**src/rtl/noc_route_pkg.sv**
```systemverilog
// Shared routing constants for the mesh router front ends.
// These are the output-port encoding, the route-source modes and the lookup counter width.
package noc_route_pkg;

  localparam int PORT_LOCAL = 0;
  localparam int PORT_NORTH = 1;
  localparam int PORT_EAST  = 2;
  localparam int PORT_SOUTH = 3;
  localparam int PORT_WEST  = 4;

  localparam int ROUTE_TABLE = 0;
  localparam int ROUTE_XY    = 1;

  localparam int COUNT_W = 16;

endpackage

```
**src/rtl/xy_route_logic.sv**
```systemverilog
// Combinational XY dimension-order port selection for one mesh node.
// The X dimension is resolved before Y, and this node's coordinates are fixed at elaboration.
module xy_route_logic
  import noc_route_pkg::*;
#(
  parameter int INDEX         = 4,
  parameter int MESH_COLS     = 3,
  parameter int DEST_W        = 4,
  parameter int REQUEST_WIDTH = 3
) (
  input  logic [DEST_W-1:0]        dest,
  output logic [REQUEST_WIDTH-1:0] port
);

  localparam logic [DEST_W-1:0] CurX = DEST_W'(INDEX % MESH_COLS);
  localparam logic [DEST_W-1:0] CurY = DEST_W'(INDEX / MESH_COLS);
  localparam logic [DEST_W-1:0] Cols = DEST_W'(MESH_COLS);

  logic [DEST_W-1:0] dstX;
  logic [DEST_W-1:0] dstY;

  always_comb begin
    dstX = dest % Cols;
    dstY = dest / Cols;
    port = REQUEST_WIDTH'(PORT_LOCAL);
    if (dstX > CurX)      port = REQUEST_WIDTH'(PORT_EAST);
    else if (dstX < CurX) port = REQUEST_WIDTH'(PORT_WEST);
    else if (dstY > CurY) port = REQUEST_WIDTH'(PORT_SOUTH);
    else if (dstY < CurY) port = REQUEST_WIDTH'(PORT_NORTH);
  end

endmodule

```
**src/rtl/route_compute_unit.sv**
```systemverilog
// Routing front end: it accepts a head flit, looks up its output port (from the table or by XY)
// and holds the registered request until the switch allocator takes it.
module route_compute_unit
  import noc_route_pkg::*;
#(
  parameter int N             = 9,
  parameter int INDEX         = 4,
  parameter int DATA_WIDTH    = 8,
  parameter int PhitPerFlit   = 2,
  parameter int REQUEST_WIDTH = 3,
  parameter int MESH_COLS     = 3,
  parameter int MODE          = ROUTE_TABLE,
  localparam int DEST_W       = $clog2(N)
) (
  input  logic                            clk,
  input  logic                            rst,
  input  logic [PhitPerFlit*DATA_WIDTH-1:0] head_flit,
  input  logic                            head_valid,
  output logic                            head_ready,
  output logic [REQUEST_WIDTH-1:0]        request,
  output logic                            request_valid,
  input  logic                            request_ready,
  output logic                            route_error,
  input  logic                            cfg_we,
  input  logic [DEST_W-1:0]               cfg_addr,
  input  logic [REQUEST_WIDTH-1:0]        cfg_data,
  output logic [COUNT_W-1:0]              lookup_count,
  output logic                            fsm_state
);

  // Handshakes: a transfer happens on any rising edge where valid && ready are both high.
  // Valid never waits for ready. Once valid is raised, its payload holds until the transfer.
  localparam logic [0:0] StateEmpty = 1'b0;
  localparam logic [0:0] StateFull  = 1'b1;
  localparam logic [DEST_W:0] NodeCount = (DEST_W+1)'(N);

  logic [0:0]               stateQ;
  logic [REQUEST_WIDTH-1:0] requestQ;
  logic                     errorQ;
  logic [COUNT_W-1:0]       lookupCnt;
  logic [DEST_W-1:0]        dest;
  logic                     destInRange;
  logic                     accept;
  logic                     consume;
  logic [REQUEST_WIDTH-1:0] routePort;
  logic [REQUEST_WIDTH-1:0] lookupPort;
  logic                     unusedHead;

  assign dest        = head_flit[DEST_W-1:0];
  assign unusedHead  = ^head_flit[PhitPerFlit*DATA_WIDTH-1:DEST_W];
  assign destInRange = {1'b0, dest} < NodeCount;
  assign head_ready  = (stateQ == StateEmpty) || request_ready;
  assign accept      = head_valid && head_ready;
  assign consume     = (stateQ == StateFull) && request_ready;
  assign lookupPort  = destInRange ? routePort : REQUEST_WIDTH'(PORT_LOCAL);

  generate
    if (MODE == ROUTE_TABLE) begin : gen_table
      logic [REQUEST_WIDTH-1:0] routeTable [N];

      // Reading the registered table combinationally returns the old entry on a same-cycle write.
      assign routePort = routeTable[dest];

      always_ff @(posedge clk or negedge rst) begin
        if (!rst) begin
          for (int i = 0; i < N; i++) routeTable[i] <= REQUEST_WIDTH'(PORT_LOCAL);
        end else if (cfg_we && ({1'b0, cfg_addr} < NodeCount)) begin
          routeTable[cfg_addr] <= cfg_data;
        end
      end
    end else begin : gen_xy
      logic unusedCfg;
      assign unusedCfg = ^{cfg_we, cfg_addr, cfg_data};

      xy_route_logic #(
        .INDEX        (INDEX),
        .MESH_COLS    (MESH_COLS),
        .DEST_W       (DEST_W),
        .REQUEST_WIDTH(REQUEST_WIDTH)
      ) u_xy (
        .dest(dest),
        .port(routePort)
      );
    end
  endgenerate

  always_ff @(posedge clk or negedge rst) begin
    if (!rst) begin
      stateQ   <= StateEmpty;
      requestQ <= '0;
      errorQ   <= 1'b0;
    end else if (accept) begin
      stateQ   <= StateFull;
      requestQ <= lookupPort;
      errorQ   <= !destInRange;
    end else if (consume) begin
      // request keeps its last value after a drain. Only the qualifiers drop.
      stateQ <= StateEmpty;
      errorQ <= 1'b0;
    end
  end

  always_ff @(posedge clk or negedge rst) begin
    if (!rst) begin
      lookupCnt <= '0;
    end else if (accept && (lookupCnt != '1)) begin
      lookupCnt <= lookupCnt + COUNT_W'(1);
    end
  end

  assign request       = requestQ;
  assign request_valid = (stateQ == StateFull);
  assign route_error   = errorQ;
  assign lookup_count  = lookupCnt;
  assign fsm_state     = stateQ;

endmodule

```
**config.mk**
```make
export PLATFORM = sky130hd
export DESIGN_NAME = route_compute_unit
export DESIGN_NICKNAME = d
export VERILOG_FILES = /design/src/rtl/noc_route_pkg.sv /design/src/rtl/xy_route_logic.sv /design/src/rtl/route_compute_unit.sv
export SDC_FILE = /design/constraint.sdc
export NUM_CORES = 1
export LEC_CHECK = 0
export CORE_ASPECT_RATIO = 1.1
export CORE_MARGIN = 2
export CORE_UTILIZATION = 29
export DETAILED_ROUTE_END_ITERATION = 8
export GPL_ROUTABILITY_DRIVEN = 0
export HOLD_SLACK_MARGIN = 0.06
export PLACE_DENSITY = 0.48
export SLEW_MARGIN = 20
export SYNTH_ARGS = -nofsm -noshare
export SYNTH_HDL_FRONTEND = slang
export SYNTH_SLANG_ARGS = --single-unit
```
**constraint.sdc**
```tcl
create_clock -name clk -period 2.4 [get_ports clk]
set_input_delay 0.36 -clock clk [delete_from_list [all_inputs] [get_ports clk]]
set_output_delay 0.36 -clock clk [all_outputs]
set_load 0.005 [all_outputs]
```
==> impl_metrics.json, run 1 <==
{
  "cp.required_ps": 2040,
  "fillCellCount": 802,
  "syn_to_final_growth_pct": 26.19,
  "fin_setup_tns_ps": 0,
  "finalCoreUtilization_pct": 37.87,
  "grt_overflow_total": 0,
  "hold_viol_final": 0,
  "finalWirelength_um": 5316,
  "status": "completed",
  "ir_worst_vdd_v": 0.0003085,
  "die_area_mm2": 0.008930,
  "die_y_um": 98.91,
  "multi_input_area_mm2": 0.001124,
  "clock-sinks": 48,
  "drtIter0Drc": 90,
  "cts_buffers": 5,
  "row_count": 34,
  "clk_pin_slew_worst_paths_ps": 80,
  "maxSlewHeadroom_pct": 58.50,
  "hold_buffers": 0,
  "period_share_pct": 85.19,
  "path_cells": "clkdlybuf4s50_1 > and2b_1 > clkinv_1 > clkdlybuf4s50_1",
  "drc_errors": 0,
  "grt_pass1_vias": 1686,
  "slew_viol_final": 0,
  "ant_nets": 0,
  "ff2ff_setup_slack_ps": 660,
  "drtPass1Iterations": 4,
  "die_x_um": 90.28,
  "ctsRootBufferMaster": "clkbuf_8",
  "syn_area_per_cell_um2": 12.18,
  "antenna_found_initial": 0,
  "num_io_pins": 51,
  "powerDensity_mw_per_mm2": 704.8,
  "slowest_stage": "clkdlybuf4s50_1",
  "final-seq-area_mm2": 0.001201,
  "postSynth.topFlopCell": "dfrtp_1",
  "cap_violations": 0,
  "min_period_ps": 2045,
  "netlist_instances": 195,
  "yosysSeqAreaShare_pct": 50.58,
  "synthesis.nets": 224,
  "syn_area_mm2": 0.002375,
  "yosysTopAreaCell": "dfrtp_1",
  "synth_edf_count": 0,
  "max_freq_ghz": 0.4891,
  "synth_most_common_cell": "dfrtp_1",
  "grt_max_degree": 49,
  "synth_area_leaders": "dfrtp_1 (51%), mux2_2 (14%), mux2i_1 (3.0%)",
  "p_leak_nw": 1.249,
  "rsz0062_at_grt": "false",
  "hold_path_class": "in -> async",
  "timing.rr.end": "lookup_count[10]",
  "nNetsFinal": 271,
  "max_slew.worst_pin.slew_ps": 622.5,
  "cts_setup_buffers": 0,
  "r2r-start": "lookup_count[0]",
  "routed-via-count": 1655,
  "finalSetupViolCount": 0,
  "start_util_pct": 30.01,
  "grt_pass1_wl_um": 8873,
  "cts_tree": "built",
  "crit_buf_inv": 3,
  "final_layout_size_suffix_gt1_share_pct": 23.87,
  "reg2regPathDepth": 5,
  "critical-path-top-delay-family": "buffers and inverters",
  "antenna_cells": 0,
  "cp-end-kind": "primary output",
  "cpMostUsedCell": "clkdlybuf4s50_1",
  "yosys-top-cells-count": "dfrtp_1 (48), mux2_2 (29), nand2_1 (13)",
  "routed_via_density": 4.715,
  "crit_type": "in -> out",
  "yosys_warnings": 0,
  "synth_top_area_share_pct": 50.58,
  "ys_types": 46,
  "grt.total_usage_pct": 12.61,
  "h-tree-depth": 2,
  "path_max_fanout": 5,
  "slowest_delay_ps": 480,
  "wl_per_cell_um": 15.15,
  "skew_ps": 7.818,
  "clk_latency_ps": 300,
  "cts_resized": 0,
  "async_flop_share_pct": 100.0,
  "port_buffers": 38,
  "core_area_mm2": 0.007913,
  "dp_hpwl_um": 3892,
  "start_kind": "input port",
  "ys_ff_latch": 48,
  "clock_path_buffers": 2,
  "p_total_mw": 2.112,
  "cp_data_arrival_time_ps": 1680
}
layout by cell type, fill, tap and decap left out, types with 4 or more instances in the layout:
| cell | instances |
|---|---|
| nand2_1 | 13 |
| xor2_1 | 7 |
| nor2b_1 | 6 |
| mux2_2 | 29 |
| o21ai_0 | 4 |
| nor2_1 | 7 |
| buf_4 | 8 |
| xnor2_1 | 7 |
| nand3_1 | 10 |
| nand4_1 | 4 |
| a21oi_1 | 6 |
| dfrtp_1 | 48 |
| clkbuf_8 | 6 |
| clkdlybuf4s50_1 | 37 |
| mux2i_1 | 7 |
final cells by class:
| cell class | count | share of cell area [%] |
|---|---|---|
| clock buffer | 8 | 3.006 |
| inverter | 3 | 0.3758 |
| timing repair buffer | 46 | 14.53 |
| tap | 108 | 4.509 |
| multi-input combinational | 138 | 37.49 |
| sequential | 48 | 40.08 |
sequential cells by signal (all words and copies together), names as in the netlist:
| register | flops |
|---|---|
| route_error | 1 |
| lookup_count | 16 |
| gen_table.routeTable | 27 |
| request | 3 |
| fsm_state | 1 |
per-layer routing:
layer  GRT usage [%]  up-vias  wire [um]  share of wire [%]
li1                -      810          -                  -
met4           3.550        0         62                1.2
met5               0        -          0                  0
met1           16.44      801       2480                 47
met2           21.40       38       2564                 48
met3           2.523        6        209                3.9
cells by family after synthesis:
kind of cell | count (synthesis) | share of synthesized area (%)
multiplexers | 38 | 18.28
adder cells (fa/ha/maj) | 1 | 0.5268
flip-flops | 48 | 50.58
AND/OR/NAND/NOR | 59 | 15.33
XOR/XNOR | 14 | 5.163
buffers and inverters | 9 | 2.107
AO/OA/AOI/OAI | 26 | 8.008
metrics by stage:
step | hold WS [ps] | setup WS, ps | instance area [um2] | std cells
2_1_floorplan | 64.41 | 758.4 | 2375 | 195
3_5_place_dp | 488.7 | 350.3 | 2907 | 343
5_1_grt | 206.4 | 273.6 | 2997 | 351
6_report | 134.4 | 355.4 | 2997 | 351
3_3_place_gp | 480.6 | 360.0 | 2907 | 343
4_1_cts | 171.7 | 347.7 | 2997 | 351
report_power, final:
group	switching, mW	total [mW]	internal [mW]
sequential	0.138	1.12	0.978
combinational	0.180	0.498	0.318
clock	0.262	0.497	0.236
total	0.581	2.11	1.53
how the worst max path moves through the flow:
stage                         start              end  slack [ps]  cells past startpoint
global placement      request_ready       head_ready         360                      4
floorplan           lookup_count[0]  lookup_count[1]         760                      5
global route          request_ready       head_ready         270                      4
CTS                   request_ready       head_ready         350                      4
detailed placement     head_flit[1]       request[1]         350                      4
finish                request_ready       head_ready         360                      4
(Power assumes the default switching activity.)
==> run 2: changes to the inputs <==
Settings changed: CTS_CLUSTER_DIAMETER from default to 100, HOLD_SLACK_MARGIN 0.06 to default.
==> results of run 2 <==
Same layout as run 1: the final DEF is identical, and so are final timing and power.
